## src/rtl/mastermind_pkg.sv

```systemverilog
// ============================================================================
// mastermind_pkg : shared constants, scorer state encoding, slot helpers
// Revision: 1.0
// ============================================================================
`default_nettype none

package mastermind_pkg;

  localparam int N_POS    = 4;
  localparam int COLOR_W  = 3;
  localparam int N_COLORS = 6;
  localparam int WORD_W   = N_POS * COLOR_W;
  localparam int CNT_W    = 3;

  localparam logic [COLOR_W-1:0] COLOR_EMPTY = '0;

  typedef enum logic [1:0] {
    ST_IDLE  = 2'd0,
    ST_EXACT = 2'd1,
    ST_COUNT = 2'd2,
    ST_DONE  = 2'd3
  } scorer_state_t;

  function automatic logic [COLOR_W-1:0] slot_of(input logic [WORD_W-1:0] word, input int idx);
    return COLOR_W'(word >> (idx * COLOR_W));
  endfunction

  function automatic logic color_legal(input logic [COLOR_W-1:0] color);
    return (color != COLOR_EMPTY) && (color <= COLOR_W'(N_COLORS));
  endfunction

endpackage

`default_nettype wire

```

## src/rtl/mastermind_scorer_if.sv

```systemverilog
// ============================================================================
// mastermind_scorer_if : request/result bundle; invalid exists only with
// GUESS_VALIDATE_EN.  Revision: 1.0
// ============================================================================
`default_nettype none

interface mastermind_scorer_if;
  import mastermind_pkg::*;

  logic                start;
  logic [WORD_W-1:0]   guess;
  logic [WORD_W-1:0]   answer;
  logic                busy;
  logic                done;
  logic [CNT_W-1:0]    exact;
  logic [CNT_W-1:0]    partial;
  logic                win;

`ifdef GUESS_VALIDATE_EN
  logic                invalid;

  modport master (output start, guess, answer,
                  input  busy, done, exact, partial, win, invalid);
  modport slave  (input  start, guess, answer,
                  output busy, done, exact, partial, win, invalid);
`else
  modport master (output start, guess, answer,
                  input  busy, done, exact, partial, win);
  modport slave  (input  start, guess, answer,
                  output busy, done, exact, partial, win);
`endif

endinterface

`default_nettype wire

```

## src/rtl/mastermind_color_count.sv

```systemverilog
// ============================================================================
// mastermind_color_count : combinational count of one colour across a word
// Revision: 1.0
// ============================================================================
`default_nettype none

module mastermind_color_count
  import mastermind_pkg::*;
(
  input  wire logic [WORD_W-1:0]  i_word,
  input  wire logic [COLOR_W-1:0] i_color,
  output logic      [CNT_W-1:0]   o_count
);

  always_comb begin
    o_count = '0;
    for (int i = 0; i < N_POS; i++) begin
      if (slot_of(i_word, i) == i_color) begin
        o_count = o_count + CNT_W'(1);
      end
    end
  end

endmodule

`default_nettype wire

```

## src/rtl/mastermind_scorer.sv

```systemverilog
// ============================================================================
// mastermind_scorer : multi-cycle Mastermind exact/partial scorer.
// Optional guess validation via GUESS_VALIDATE_EN.  Revision: 1.0
// ============================================================================
`default_nettype none

module mastermind_scorer
  import mastermind_pkg::*;
(
  input  wire logic          Clk,
  input  wire logic          Reset,
  mastermind_scorer_if.slave bus
);

  localparam logic [1:0]         POS_LAST = 2'(N_POS - 1);
  localparam logic [COLOR_W-1:0] C_FIRST  = COLOR_W'(1);
  localparam logic [COLOR_W-1:0] C_LAST   = COLOR_W'(N_COLORS);

  scorer_state_t      state_q, state_d;
  logic [WORD_W-1:0]  g_q, g_d, a_q, a_d;
  logic [1:0]         pos_q, pos_d;
  logic [COLOR_W-1:0] c_q, c_d;
  logic [CNT_W-1:0]   exact_acc_q, exact_acc_d;
  logic [3:0]         total_acc_q, total_acc_d;
  logic               busy_q, busy_d;
  logic               done_q, done_d;
  logic [CNT_W-1:0]   exact_q, exact_d;
  logic [CNT_W-1:0]   partial_q, partial_d;
  logic               win_q, win_d;
`ifdef GUESS_VALIDATE_EN
  logic               bad_q, bad_d;
  logic               invalid_q, invalid_d;
`endif

  logic [CNT_W-1:0]   ng, na, min_cnt;
  logic [3:0]         total_sum;
  logic [COLOR_W-1:0] g_slot, a_slot;

  mastermind_color_count u_count_guess (
    .i_word  (g_q),
    .i_color (c_q),
    .o_count (ng)
  );

  mastermind_color_count u_count_answer (
    .i_word  (a_q),
    .i_color (c_q),
    .o_count (na)
  );

  always_comb begin
    state_d     = state_q;
    g_d         = g_q;
    a_d         = a_q;
    pos_d       = pos_q;
    c_d         = c_q;
    exact_acc_d = exact_acc_q;
    total_acc_d = total_acc_q;
    done_d      = 1'b0;
    exact_d     = exact_q;
    partial_d   = partial_q;
    win_d       = win_q;
`ifdef GUESS_VALIDATE_EN
    bad_d       = bad_q;
    invalid_d   = invalid_q;
`endif

    g_slot    = slot_of(g_q, int'(pos_q));
    a_slot    = slot_of(a_q, int'(pos_q));
    min_cnt   = (ng < na) ? ng : na;
    total_sum = total_acc_q + {1'b0, min_cnt};

    case (state_q)
      ST_IDLE: begin
        if (bus.start) begin
          g_d         = bus.guess;
          a_d         = bus.answer;
          exact_acc_d = '0;
          total_acc_d = '0;
          pos_d       = '0;
`ifdef GUESS_VALIDATE_EN
          bad_d       = 1'b0;
`endif
          state_d     = ST_EXACT;
        end
      end

      ST_EXACT: begin
        if ((g_slot == a_slot) && color_legal(g_slot)) begin
          exact_acc_d = exact_acc_q + CNT_W'(1);
        end
`ifdef GUESS_VALIDATE_EN
        if (!color_legal(g_slot)) begin
          bad_d = 1'b1;
        end
`endif
        if (pos_q == POS_LAST) begin
          c_d     = C_FIRST;
          state_d = ST_COUNT;
        end else begin
          pos_d = pos_q + 2'd1;
        end
      end

      ST_COUNT: begin
        total_acc_d = total_sum;
        if (c_q == C_LAST) begin
          // Results are registered on entry to DONE so they are valid with done.
          state_d   = ST_DONE;
          done_d    = 1'b1;
          exact_d   = exact_acc_q;
          partial_d = CNT_W'(total_sum - {1'b0, exact_acc_q});
          win_d     = (exact_acc_q == CNT_W'(N_POS));
`ifdef GUESS_VALIDATE_EN
          invalid_d = bad_q;
          if (bad_q) begin
            exact_d   = '0;
            partial_d = '0;
            win_d     = 1'b0;
          end
`endif
        end else begin
          c_d = c_q + C_FIRST;
        end
      end

      ST_DONE: begin
        state_d = ST_IDLE;
      end

      default: begin
        state_d = ST_IDLE;
      end
    endcase

    busy_d = (state_d != ST_IDLE);
  end

  always_ff @(posedge Clk) begin
    if (Reset) begin
      state_q     <= ST_IDLE;
      g_q         <= '0;
      a_q         <= '0;
      pos_q       <= '0;
      c_q         <= '0;
      exact_acc_q <= '0;
      total_acc_q <= '0;
      busy_q      <= 1'b0;
      done_q      <= 1'b0;
      exact_q     <= '0;
      partial_q   <= '0;
      win_q       <= 1'b0;
`ifdef GUESS_VALIDATE_EN
      bad_q       <= 1'b0;
      invalid_q   <= 1'b0;
`endif
    end else begin
      state_q     <= state_d;
      g_q         <= g_d;
      a_q         <= a_d;
      pos_q       <= pos_d;
      c_q         <= c_d;
      exact_acc_q <= exact_acc_d;
      total_acc_q <= total_acc_d;
      busy_q      <= busy_d;
      done_q      <= done_d;
      exact_q     <= exact_d;
      partial_q   <= partial_d;
      win_q       <= win_d;
`ifdef GUESS_VALIDATE_EN
      bad_q       <= bad_d;
      invalid_q   <= invalid_d;
`endif
    end
  end

  assign bus.busy    = busy_q;
  assign bus.done    = done_q;
  assign bus.exact   = exact_q;
  assign bus.partial = partial_q;
  assign bus.win     = win_q;
`ifdef GUESS_VALIDATE_EN
  assign bus.invalid = invalid_q;
`endif

endmodule

`default_nettype wire

```

## src/flat_wrapper.sv

```systemverilog
// flat-port wrapper written by rule: the top's interface ports become plain ports
module mastermind_scorer_flat import mastermind_pkg::*;
  (Clk, Reset, bus_start, bus_guess, bus_answer, bus_busy, bus_done, bus_exact, bus_partial, bus_win);
  mastermind_scorer_if bus_i ();
  input  wire logic Clk;
  input  wire logic Reset;
  input wire logic [$bits(bus_i.start)-1:0] bus_start;
  input wire logic [$bits(bus_i.guess)-1:0] bus_guess;
  input wire logic [$bits(bus_i.answer)-1:0] bus_answer;
  output wire logic [$bits(bus_i.busy)-1:0] bus_busy;
  output wire logic [$bits(bus_i.done)-1:0] bus_done;
  output wire logic [$bits(bus_i.exact)-1:0] bus_exact;
  output wire logic [$bits(bus_i.partial)-1:0] bus_partial;
  output wire logic [$bits(bus_i.win)-1:0] bus_win;
  assign bus_i.start = bus_start;
  assign bus_i.guess = bus_guess;
  assign bus_i.answer = bus_answer;
  assign bus_busy = bus_i.busy;
  assign bus_done = bus_i.done;
  assign bus_exact = bus_i.exact;
  assign bus_partial = bus_i.partial;
  assign bus_win = bus_i.win;
  mastermind_scorer u_core (.Clk(Clk), .Reset(Reset), .bus(bus_i));
endmodule
```

## config.mk

```make
export PLATFORM = sky130hd
export DESIGN_NAME = mastermind_scorer_flat
export DESIGN_NICKNAME = d
export VERILOG_FILES = /design/src/rtl/mastermind_pkg.sv /design/src/rtl/mastermind_scorer_if.sv /design/src/rtl/mastermind_color_count.sv /design/src/rtl/mastermind_scorer.sv /design/src/flat_wrapper.sv
export SDC_FILE = /design/constraint.sdc
export NUM_CORES = 1
export LEC_CHECK = 0
export BUFFER_PORTS_ARGS = -buffer_cell sky130_fd_sc_hd__buf_2
export CAP_MARGIN = 0
export CORE_AREA = 2 2 71 73
export CTS_BUF_LIST = sky130_fd_sc_hd__clkbuf_16
export DETAILED_ROUTE_END_ITERATION = 6
export DIE_AREA = 0 0 73 75
export PLACE_DENSITY_LB_ADDON = 0.12
export SYNTH_ARGS = -nofsm -noshare
export SYNTH_HDL_FRONTEND = slang
export SYNTH_HIERARCHICAL = 1
export SYNTH_SLANG_ARGS = --single-unit
```

## constraint.sdc

```tcl
create_clock -name Clk -period 6.4 [get_ports Clk]
set_input_delay 0.64 -clock Clk [delete_from_list [all_inputs] [get_ports Clk]]
set_output_delay 0.64 -clock Clk [all_outputs]
set_load 0.01 [all_outputs]
```

==> results.md, run 1 <==
- WP data arrival: 4970 ps
- Slowest CP cell: dfxtp_1
- P_leak: 0.001304 uW
- Initial antenna violation count: 0
- Critical path capture point type: flip-flop
- Total GRT Usage: 0.2269
- Core Area: 0.004661 mm2
- WL/cell: approximately 14 um
- Syn nets: 362
- Via count of the routed design: 2192
- Area grow syn2layout: 12.33%
- Worst Skew: around 3.6 ps
- Multi-input logic area: about 0.0017 mm2
- NumNets Final: 390
- Worst-case clock buffer depth: 2
- CP delay by family, top: adder cells
- Gr ovfl total: 0
- Final Worst Setup Slack: 1633 ps
- FF-to-FF setup slack: ~1600 ps
- ANT cells: 0
- IO Port Bufs: 35
- Slew margin rel.: 0.3663
- Clock-pin slew on the worst setup and hold paths: 60 ps
- Post-synth ARST share: 0
- CP Buf/Inv Count: 4
- Largest net degree at the start of global routing: 46
- Cell Area, Synth: 0.002709 mm2
- Area post-placement: 0.002900 mm2
- Sum of negative setup slack: 0 ps
- Proportion of synthesized chip area in sequential cells: 0.3400
- #FFs+latches synth: between 40 and 50
- Post-CTS setup buffers: 0
- CTS HTree Levels: 2
- Fmax: 0.2098 GHz
- Synth unique cells: 48
- # fillers: 429
- Routed Wire Length: 5654 um
- Worst Path Required: 6600 ps
- Number of DRC markers in iteration 0: 57
- # setup viols final: 0
- First-pass GRT wire length: 9535 um
- Layout cell share with drive strength beyond 1: 0.1729
- CTS tree: yes
- Cell Rows: 25
- DRC: 0
- HPWL Detailed: 4110 um
- Vias per Instance: 5.466
- Num CTS Buffers: 5
- Finished Cell Area: about 0.003 mm2
- Storage cell area: 920.9 um2
- Die Span X: approximately 73 um
- Place WS: between 1500 and 2000 ps
- Post_cts resized: 0
- Initial Util: 0.5812
- Root buf cell: clkbuf_16
- Clock Sinks: 46
- Post-synth EDFFs: 0
- Crit-path cells: xnor2_1 > nand3_1 > inv_1 > ha_1 > xor2_1 > ha_1 > nand2_1 > xor2_1 > inv_1 > ha_1 > a21oi_1 > o21ai_0 > mux2_2 > ha_1 > inv_1 > fa_1 > inv_1 > fa_1 > xnor2_1 > xnor2_1 > a211oi_1
- Hold Vio Cnt, Final: 0
- Startpoint types: flip-flop
- Vias in the first global route: 2065
- IO Pins: 36
- Final Core Density: 0.6529
- Worst-Margin Slew: 947.7 ps
- Final Cycle Share: 0.7449
- Syn Area/Cell: 8.518 um2
- Max Slew Vio Count: 0
- CTS Hold Bufs: 0
- Worst VDD drop: roughly 0.17 mV
- Routability cong.: 0.7813
- Dominant synthesized flop cell: dfxtp_1
- Die height: 75 um
- Die Area: 0.005475 mm2
- Min Tclk post-route: around 4800 ps
- Kind of critical path: flip-flop to flip-flop
- Status: completed
- Pwr Total: 818.5 uW
- Hold Crit Class: flip-flop to flip-flop
- Syn Inst Count: 318
- Cell Pwr Density: 269.0 mW/mm2
- Worst-Skew Late Latency: 290 ps
- Max Cap Viol: 0
- Warnings from Yosys: 6
- Antenna-violating nets left: 0
- Unrepaired setup endpoints after global routing: no
- Pre-antenna DRT Iters: 4
- Critical-path maximum fanout: 13
- Worst path max stage delay: around 700 ps
==> synthesized netlist by cell type, drive strengths merged (4+ instances only) <==
library cell,instances,area [um2]
nand3,7,35.03
a22oi,4,30.03
dfxtp,46,920.9
ha,15,187.7
a21oi,37,185.2
nor2,18,67.56
mux2i,4,40.04
xnor2,18,183.9
mux2,4,45.04
xor2,17,148.9
nor3,5,30.03
o21ai,7,38.78
clkbuf,14,52.55
mux4,6,142.6
nand2,63,236.5
inv,16,60.06
==> layout make-up <==
cell class                      count  area share
Timing Repair Buffer               36     0.06003
Sequential cell                    46      0.3026
Tap cell                           54     0.02220
Clock buffer                        5     0.04112
Inverter                           16     0.01974
Multi-Input combinational cell    241      0.5485
Clock inverter                      3    0.005757
==> cells in the final DEF, fill, tap and decap left out, types with 3 or more instances in the layout <==
cell and count:
nand2_1 63, dfxtp_1 46, a21oi_1 37, buf_2 35, nor2_1 18, inv_1 17, xor2_1 17, xnor2_1 16
ha_1 15, nand3_1 7, clkbuf_16 5, o21ai_0 5, mux2i_1 4, a22oi_1 4, mux4_2 4, nor3_1 4
mux2_2 3, and3_1 3
==> logic make-up (layout without fill, tap and decap cells) <==
group                      Yosys count  count (layout)  share of synthesized area
muxes                               14              14                    0.08407
DFF                                 46              46                     0.3400
xor gates and xnor gates            35              35                     0.1229
and+or+nand+nor                    113             113                     0.1894
adders and majority gates           17              17                    0.08407
AOI/OAI and AO/OA                   62              62                     0.1339
buffers and inverters               31              60                    0.04573
==> path summary, 6_finish.rpt <==
path / end / depth (start not counted) / start
setup / recovery: u_core/bus.partial[2] / 21 / u_core/c_q[2]
hold / removal: u_core/bus.exact[0] / 2 / u_core/bus.exact[0]
setup reg to reg: u_core/bus.partial[2] / 21 / u_core/c_q[2]
hold reg to reg: u_core/bus.exact[0] / 2 / u_core/bus.exact[0]
==> power breakdown <==
group	switching, uW	leakage [uW]	internal [uW]
logic	136	0.000854	119
clock network	109	0.0000750	143
registers	14.0	0.000375	298
total	259	0.00130	560
==> worst register-to-register path, cell delays in order (launching register included) <==
cell,delay (ps)
dfxtp_1,700
xnor2_1,150
nand3_1,140
inv_1,50
ha_1,300
xor2_1,240
ha_1,190
nand2_1,60
xor2_1,200
inv_1,70
ha_1,290
a21oi_1,230
o21ai_0,200
mux2_2,270
ha_1,130
inv_1,50
fa_1,470
inv_1,60
fa_1,400
xnor2_1,150
xnor2_1,130
a211oi_1,210
==> flip-flops by register name, indices dropped and copies added, names as in the netlist <==
name                flops
u_core/a_q             12
u_core/exact_acc_q      3
u_core/bus.busy         1
u_core/c_q              3
u_core/bus.win          1
u_core/total_acc_q      3
u_core/state_q          2
u_core/g_q             12
u_core/bus.partial      3
u_core/bus.exact        3
u_core/bus.done         1
u_core/pos_q            2
==> layer usage <==
metal | routed length (um) | share of wire | track usage | up-vias
met1 | 2688 | 0.48 | 0.2975 | 1010
li1 | - | - | - | 1138
met5 | 0 | 0 | 0 | -
met3 | 239 | 0.042 | 0.04552 | 4
met4 | 59 | 0.010 | 0.07819 | 0
met2 | 2667 | 0.47 | 0.3754 | 40
==> per-stage QoR <==
step           std cells  hold slack, ps
2_1_floorplan        318           448.6
3_3_place_gp         393           441.9
3_5_place_dp         393           445.4
4_1_cts              401           454.1
5_1_grt              401           472.3
6_report             401           450.6
Power figures use the tool's default switching activity.
==> run 2: changes to the inputs <==
--- a/config.mk
+++ b/config.mk
@@ -5,12 +5,13 @@
 export SDC_FILE = /design/constraint.sdc
 export NUM_CORES = 1
 export LEC_CHECK = 0
+export ABC_AREA = 1
 export BUFFER_PORTS_ARGS = -buffer_cell sky130_fd_sc_hd__buf_2
 export CAP_MARGIN = 0
-export CORE_AREA = 2 2 71 73
+export CORE_AREA = 2 2 80 82
 export CTS_BUF_LIST = sky130_fd_sc_hd__clkbuf_16
 export DETAILED_ROUTE_END_ITERATION = 6
-export DIE_AREA = 0 0 73 75
+export DIE_AREA = 0 0 82 84
 export PLACE_DENSITY_LB_ADDON = 0.12
 export SYNTH_ARGS = -nofsm -noshare
 export SYNTH_HDL_FRONTEND = slang
==> constraint.sdc (replaced) <==
create_clock -name Clk -period 4.2 [get_ports Clk]
set_input_delay 0.42 -clock Clk [delete_from_list [all_inputs] [get_ports Clk]]
set_output_delay 0.42 -clock Clk [all_outputs]
set_load 0.01 [all_outputs]
==> run 2 against run 1 <==
  * Sequential share of layout area down 6.4 points
  * Sequential cell count unchanged
  * Wire length up 28%
  * Register-to-register slack worse by 1500 ps
  * Design area up 27%
  * Clock-buffer cell count unchanged
  * Combinational power up 120%
  * Synthesized area up 15%
  * Via count up 32%
  * Largest cell class unchanged
==> results.md, run 2 <==
- Worst-case clock buffer depth: 2 (unchanged)
- DRC: 0 (unchanged)
- Core Area: 0.006096 mm2 (+31%)
- Top cell type's share of synthesized area: 0.2951 (-0.04485)
- Num CTS Buffers: 5 (unchanged)
- Hold path cells: 3 (+1)
- Slew margin rel.: 0.4675 (+0.1012)
- P_leak: 0.001787 uW (+37%)
- NumNets Final: 538 (+38%)
- Clock-pin slew on the worst setup and hold paths: 70 ps (about the same)
- Commonest non-fill, non-tap cells in the layout: 104 x nand2_1, 55 x nor2_1, 43 x dfxtp_1, 42 x inv_1, 35 x buf_2
- Worst VDD drop: 0.2749 mV (+66%)
- Pre-antenna DRT Iters: 4 (unchanged)
- #FFs+latches synth: 46 (unchanged)
- Startpoint types: flip-flop
- CTS HTree Levels: 2 (unchanged)
- Die height: 84 um (+12%)
- Critical Path Start: u_core/c_q[1]
- R2r worst-path depth: 27 (+29%)
- Hold Vio Cnt, Final: 0 (unchanged)
- Synth unique cells: 34 (-29%)
- Fmax: 0.2472 GHz (+18%)
- ANT cells: 0 (unchanged)
- Final Core Density: 0.6351 (-0.01783)
- Ranking of synthesized cells by area: dfxtp_1 30%, nand2_1 13%, nor2_1 6.7%
- Largest net degree at the start of global routing: 41 (-11%)
- IO Pins: 36 (unchanged)
- Layout cell share with drive strength beyond 1: 0.2707 (+0.09780)
- Multi-input logic area: 0.002092 mm2 (+25%)
- Post-synth EDFFs: 0 (unchanged)
- Worst-Margin Slew: 797.9 ps (-149.8 ps)
- Sum of negative setup slack: 0 ps (unchanged)
- Hold_sp: bus_guess[3]
- Via count of the routed design: 2895 (+32%)
- Storage cell area: 924.6 um2 (+0.41%)
- Initial antenna violation count: 0 (unchanged)
- HPWL Detailed: 5128 um (+25%)
- Number of DRC markers in iteration 0: 199 (+250%)
- Clock Sinks: 46 (unchanged)
- Vias per Instance: 5.061 (-7.4%)
- Syn nets: 493 (+36%)
- Syn Area/Cell: 6.950 um2 (-18%)
- Cell Area, Synth: 0.003120 mm2 (+15%)
- Gr ovfl total: 0 (unchanged)
- Die Span X: 82 um (+12%)
- Min Tclk post-route: 4045 ps (-722.0 ps)
- Proportion of synthesized chip area in sequential cells: 0.2951 (-0.04485)
- Kind of critical path: flip-flop to flip-flop
- Total GRT Usage: 0.2127 (-0.01418)
- WL/cell: 12.66 um (-10%)
- Cell Pwr Density: 389.2 mW/mm2 (+45%)
- IO Port Bufs: 35 (unchanged)
- Worst Path Required: 4380 ps (-2220 ps)
- Routability cong.: 0.8862 (+13%)
- Count leader, synth: nand2_1
- Critical path capture point type: flip-flop
- # setup viols final: 0 (unchanged)
- Dominant synthesized flop cell: dfxtp_1
- Worst reg2reg path startpoint: u_core/c_q[1]
- Antenna-violating nets left: 0 (unchanged)
- Max Slew Vio Count: 0 (unchanged)
- Critical-path maximum fanout: 8 (-5)
- Cell Rows: 29 (+16%)
- Max Cap Viol: 0 (unchanged)
- Post-synth top cells: 107 x nand2_1, 56 x nor2_1, 47 x inv_1
- Pwr Total: 1507 uW (+84%)
- Area leader, netlist: dfxtp_1
- Unrepaired setup endpoints after global routing: yes
- # fillers: 541 (+26%)
- Post-synth ARST share: 0 (unchanged)
- Largest registers: u_core/a_q x12, u_core/g_q x12
- Initial Util: 0.5119 (-0.06930)
- WP data arrival: 4230 ps (-740 ps)
- Die Area: 0.006888 mm2 (+26%)
- Final Cycle Share: 0.9632 (+0.2183)
- Commonest non-fill, non-tap cell in the layout: nand2_1
- Status: completed
- Area grow syn2layout: 24.06%
- Worst-Skew Late Latency: 280 ps (about the same)
- Syn Inst Count: 449 (+41%)
- Hold Crit Class: primary input to flip-flop
- Worst Skew: 5.236 ps (+1.598 ps)
- Vias in the first global route: 2590 (+25%)
- Warnings from Yosys: 6 (unchanged)
- Root buf cell: clkbuf_16
- Routed Wire Length: 7242 um (+28%)
- CTS tree: yes
- First-pass GRT wire length: 11650 um (+22%)
==> run 2: cell types whose count changed in the layout (fill, tap and decap cells not counted), moves of 20 or more <==
cell and delta:
buf_4 +20, inv_1 +25, nand2_1 +41, nand3_1 +25, nor2_1 +37, o21ai_0 +27
==> run 2: power by group <==
group	internal [uW]	total, uW	leakage (uW)	switching [uW]
Sequential	462	499	0.000379	37.3
Combinational	243	557	0.00133	314
Clock	279	451	0.0000812	172
Total	983	1510	0.00179	523
==> run 2: cell families (layout without fill, tap and decap cells) <==
group                      after synthesis  after routing  share of synthesized area
AOI/OAI and AO/OA                       59             59                    0.09904
xor gates and xnor gates                24             24                    0.09744
adders and majority gates               17             17                    0.07298
and+or+nand+nor                        229            229                     0.3268
buffers and inverters                   74            120                     0.1087
DFF                                     46             46                     0.2951
==> run 2: layout make-up <==
cell class	count	share of cell area
multi-input combinational	329	0.5404
sequential	46	0.2388
timing repair buffer	59	0.1015
inverter	53	0.05139
clock buffer	5	0.03232
tap	77	0.02489
clock inverter	3	0.01067
==> run 2: critical path: stages (launching register included) <==
cell,delay [ps]
dfxtp_2,340
buf_12,150
xnor2_1,150
nand3_1,120
inv_2,90
ha_4,200
inv_1,70
nand4_1,110
nand2_1,100
ha_1,160
nand3_1,80
nand2_1,70
inv_1,70
ha_4,280
o211ai_1,100
nand2_2,120
nor2_2,40
a21oi_2,130
ha_2,190
inv_2,30
fa_1,490
inv_2,50
fa_2,350
xnor2_2,150
nand2_1,70
nand2_1,50
o21ai_1,140
inv_1,40
==> run 2: what timing repair did <==
action,CTS,global route
setup endpoints to repair,2,3
setup buffers,0,4
pin swaps,4,11
gates cloned,0,0
hold buffers,0,0
gates resized for setup,8,35
==> run 2: routing by layer <==
metal  part of all wire  GRT usage
met5                  0          0
met4              0.013    0.06667
met3              0.036    0.03463
met2               0.50     0.3444
met1               0.45     0.2857
==> run 2: final timing paths <==
check / endpoint / slack [ps]
worst min-delay path: u_core/g_q[3] / 390
worst max register to register: u_core/bus.partial[2] / 150
worst max-delay path: u_core/bus.partial[2] / 150
worst min register to register: u_core/bus.exact[2] / 460
==> run 2: per-stage QoR <==
step	instance area [um2]	hold WS, ps	setup WS (ps)	cells
after floorplan	3120	456.8	179.5	449
after global placement	3440	450.0	-6.041	560
after detailed placement	3440	456.3	-99.79	560
after CTS	3651	383.7	0.6266	568
after global routing	3871	408.6	-127.5	572
final	3871	386.3	154.6	572
==> run 3: changes to the inputs <==
--- a/config.mk
+++ b/config.mk
@@ -8,11 +8,12 @@
 export ABC_AREA = 1
 export BUFFER_PORTS_ARGS = -buffer_cell sky130_fd_sc_hd__buf_2
 export CAP_MARGIN = 0
-export CORE_AREA = 2 2 80 82
+export CORE_AREA = 2 2 92 94
 export CTS_BUF_LIST = sky130_fd_sc_hd__clkbuf_16
 export DETAILED_ROUTE_END_ITERATION = 6
-export DIE_AREA = 0 0 82 84
+export DIE_AREA = 0 0 94 96
 export PLACE_DENSITY_LB_ADDON = 0.12
+export SKIP_LAST_GASP = 1
 export SYNTH_ARGS = -nofsm -noshare
 export SYNTH_HDL_FRONTEND = slang
 export SYNTH_HIERARCHICAL = 1
==> run 3 against run 2 <==
  * Wire length is 5.0% higher
  * Maximum frequency grew 0.93%
  * Clock skew is 0.60 ps higher
  * Final cell count up 4.2%
  * Sequential share of layout area up 0.88 points
  * Setup slack gained 37 ps
==> results.md, run 3 (synthesized netlist as in run 2, its figures left out) <==
- Clock-pin slew on the worst setup and hold paths: 70 ps (about the same)
- P_leak: 0.001738 uW (-2.8%)
- HPWL Detailed: 5591 um (+9.0%)
- Worst path max stage delay: 490 ps (about the same)
- NumNets Final: 534 (-0.74%)
- # setup viols final: 0 (unchanged)
- Number of DRC markers in iteration 0: 149 (-25%)
- Kind of critical path: flip-flop to flip-flop
- Vias in the first global route: 2657 (+2.6%)
- Hold Vio Cnt, Final: 0 (unchanged)
- Worst-case clock buffer depth: 2 (unchanged)
- Critical path capture point type: flip-flop
- Num CTS Buffers: 5 (unchanged)
- Area grow syn2layout: 20.29%
- Die Span X: 94 um (+15%)
- Fmax: 0.2495 GHz (+0.93%)
- Status: completed
- Unrepaired setup endpoints after global routing: yes
- Slowest CP cell: fa_1
- CP Buf/Inv Count: 7 (unchanged)
- WP data arrival: 4200 ps (-30 ps)
- Cell Pwr Density: 390.4 mW/mm2 (+0.33%)
- Pre-antenna DRT Iters: 4 (unchanged)
- Gr ovfl total: 0 (unchanged)
- Total GRT Usage: 0.1800 (-0.03272)
- Slew margin rel.: 0.4370 (-0.03041)
- Finished Cell Area: 0.003754 mm2 (-3.0%)
- CTS HTree Levels: 2 (unchanged)
- Max Cap Viol: 0 (unchanged)
- Sum of negative setup slack: 0 ps (unchanged)
- Layout cell share with drive strength beyond 1: 0.2546 (-0.01612)
- # fillers: 838 (+55%)
- Core Area: 0.008051 mm2 (+32%)
- DRC: 0 (unchanged)
- CP delay by family, top: adder cells
- Startpoint types: flip-flop
- Storage cell area: 929.6 um2 (+0.54%)
- Area post-placement: 0.003450 mm2 (+0.29%)
- Worst-Margin Slew: 843.5 ps (+45.57 ps)
- Min Tclk post-route: 4008 ps (-37.22 ps)
- Clock Sinks: 46 (unchanged)
- Multi-input logic area: 0.002012 mm2 (-3.8%)
- Die height: 96 um (+14%)
- Cell Rows: 33 (+14%)
- Largest net degree at the start of global routing: 41 (unchanged)
- CTS tree: yes
- ANT cells: 0 (unchanged)
- IO Pins: 36 (unchanged)
- Pwr Total: 1466 uW (-2.7%)
- Routed Wire Length: 7605 um (+5.0%)
- Vias per Instance: 4.727 (-6.6%)
- Largest registers: u_core/a_q x12, u_core/g_q x12
- Worst Path Required: 4390 ps (about the same)
- Routability cong.: 0.8550 (-3.5%)
- Initial Util: 0.3876 (-0.1243)
- Worst-Skew Late Latency: 290 ps (about the same)
- First-pass GRT wire length: 12640 um (+8.5%)
- Initial antenna violation count: 0 (unchanged)
- Via count of the routed design: 2817 (-2.7%)
- WL/cell: 12.76 um (+0.78%)
- Worst VDD drop: 0.1965 mV (-29%)
- Root buf cell: clkbuf_16
- Place WS: -156.6 ps (-56.85 ps)
- Max Slew Vio Count: 0 (unchanged)
- CTS Hold Bufs: 0 (unchanged)
- Final Cycle Share: 0.9543 (-0.008862)
- Commonest non-fill, non-tap cell in the layout: nand2_1
- Worst Skew: 5.839 ps (+0.6028 ps)
- Final Worst Setup Slack: 191.8 ps (+37.22 ps)
- Die Area: 0.009024 mm2 (+31%)
- Hold Crit Class: primary input to flip-flop
- IO Port Bufs: 35 (unchanged)
- Critical-path maximum fanout: 8 (unchanged)
- Antenna-violating nets left: 0 (unchanged)
- Commonest non-fill, non-tap cells in the layout: 105 x nand2_1, 56 x nor2_1, 43 x dfxtp_1, 42 x inv_1, 35 x buf_2
-- run 3: cell count changes in the layout (fill, tap and decap cells not counted), moves of 2 or more --
cell	change
clkinv_2	+2
dfxtp_2	-2
buf_12	-2
xnor2_4	-4
xnor2_1	+5
dfxtp_4	+2
buf_4	-2
-- run 3: repair_timing --
| action | in CTS | in global routing |
|---|---|---|
| pin swaps | 2 | 12 |
| endpoints found under the setup margin | 2 | 3 |
| resized for setup | 7 | 28 |
| cloned | 0 | 0 |
| buffers inserted | 0 | 0 |
-- run 3: worst paths after layout --
kind / startpoint / end / slack, ps / cells after the start
setup / recovery: u_core/c_q[0] / u_core/bus.partial[2] / 190 / 27
hold / removal: bus_guess[5] / u_core/g_q[5] / 380 / 3
setup reg to reg: u_core/c_q[0] / u_core/bus.partial[2] / 190 / 27
hold reg to reg: u_core/bus.exact[2] / u_core/bus.exact[2] / 460 / 2
-- run 3: cell type report --
type,count,area share
Multi-Input combinational cell,329,0.5360
Sequential cell,46,0.2477
Timing Repair Buffer,55,0.09000
Inverter,53,0.05300
Tap cell,105,0.03500
Clock buffer,5,0.03333
Clock inverter,3,0.005000
-- run 3: per-stage QoR --
stage          std cells  hold slack (ps)    util
6_report             596            376.0  0.4662
2_1_floorplan        449            456.8       -
4_1_cts              596            376.9  0.4491
3_3_place_gp         588            450.6  0.4284
5_1_grt              596            389.4  0.4662
3_5_place_dp         588            453.4  0.4284
-- run 3: worst reg2reg max path: cells and delay by family (launching register included) --
kind	cells	cell delay [ps]
fa+ha+maj	6	1670
simple gates	9	720
buf+inv	7	500
compound gates	3	360
flops	1	330
xor+xnor	2	310
-- run 3: layer usage --
layer / wire (um) / global-route usage
met3: 232 / 0.03446
met4: 128 / 0.04952
met2: 3642 / 0.3167
met5: 0 / 0
met1: 3601 / 0.2255
-- run 3: power breakdown --
group | internal (uW) | total (uW) | switching (uW)
registers | 460 | 495 | 34.8
clock network | 221 | 409 | 188
logic | 249 | 561 | 312
total | 931 | 1470 | 535
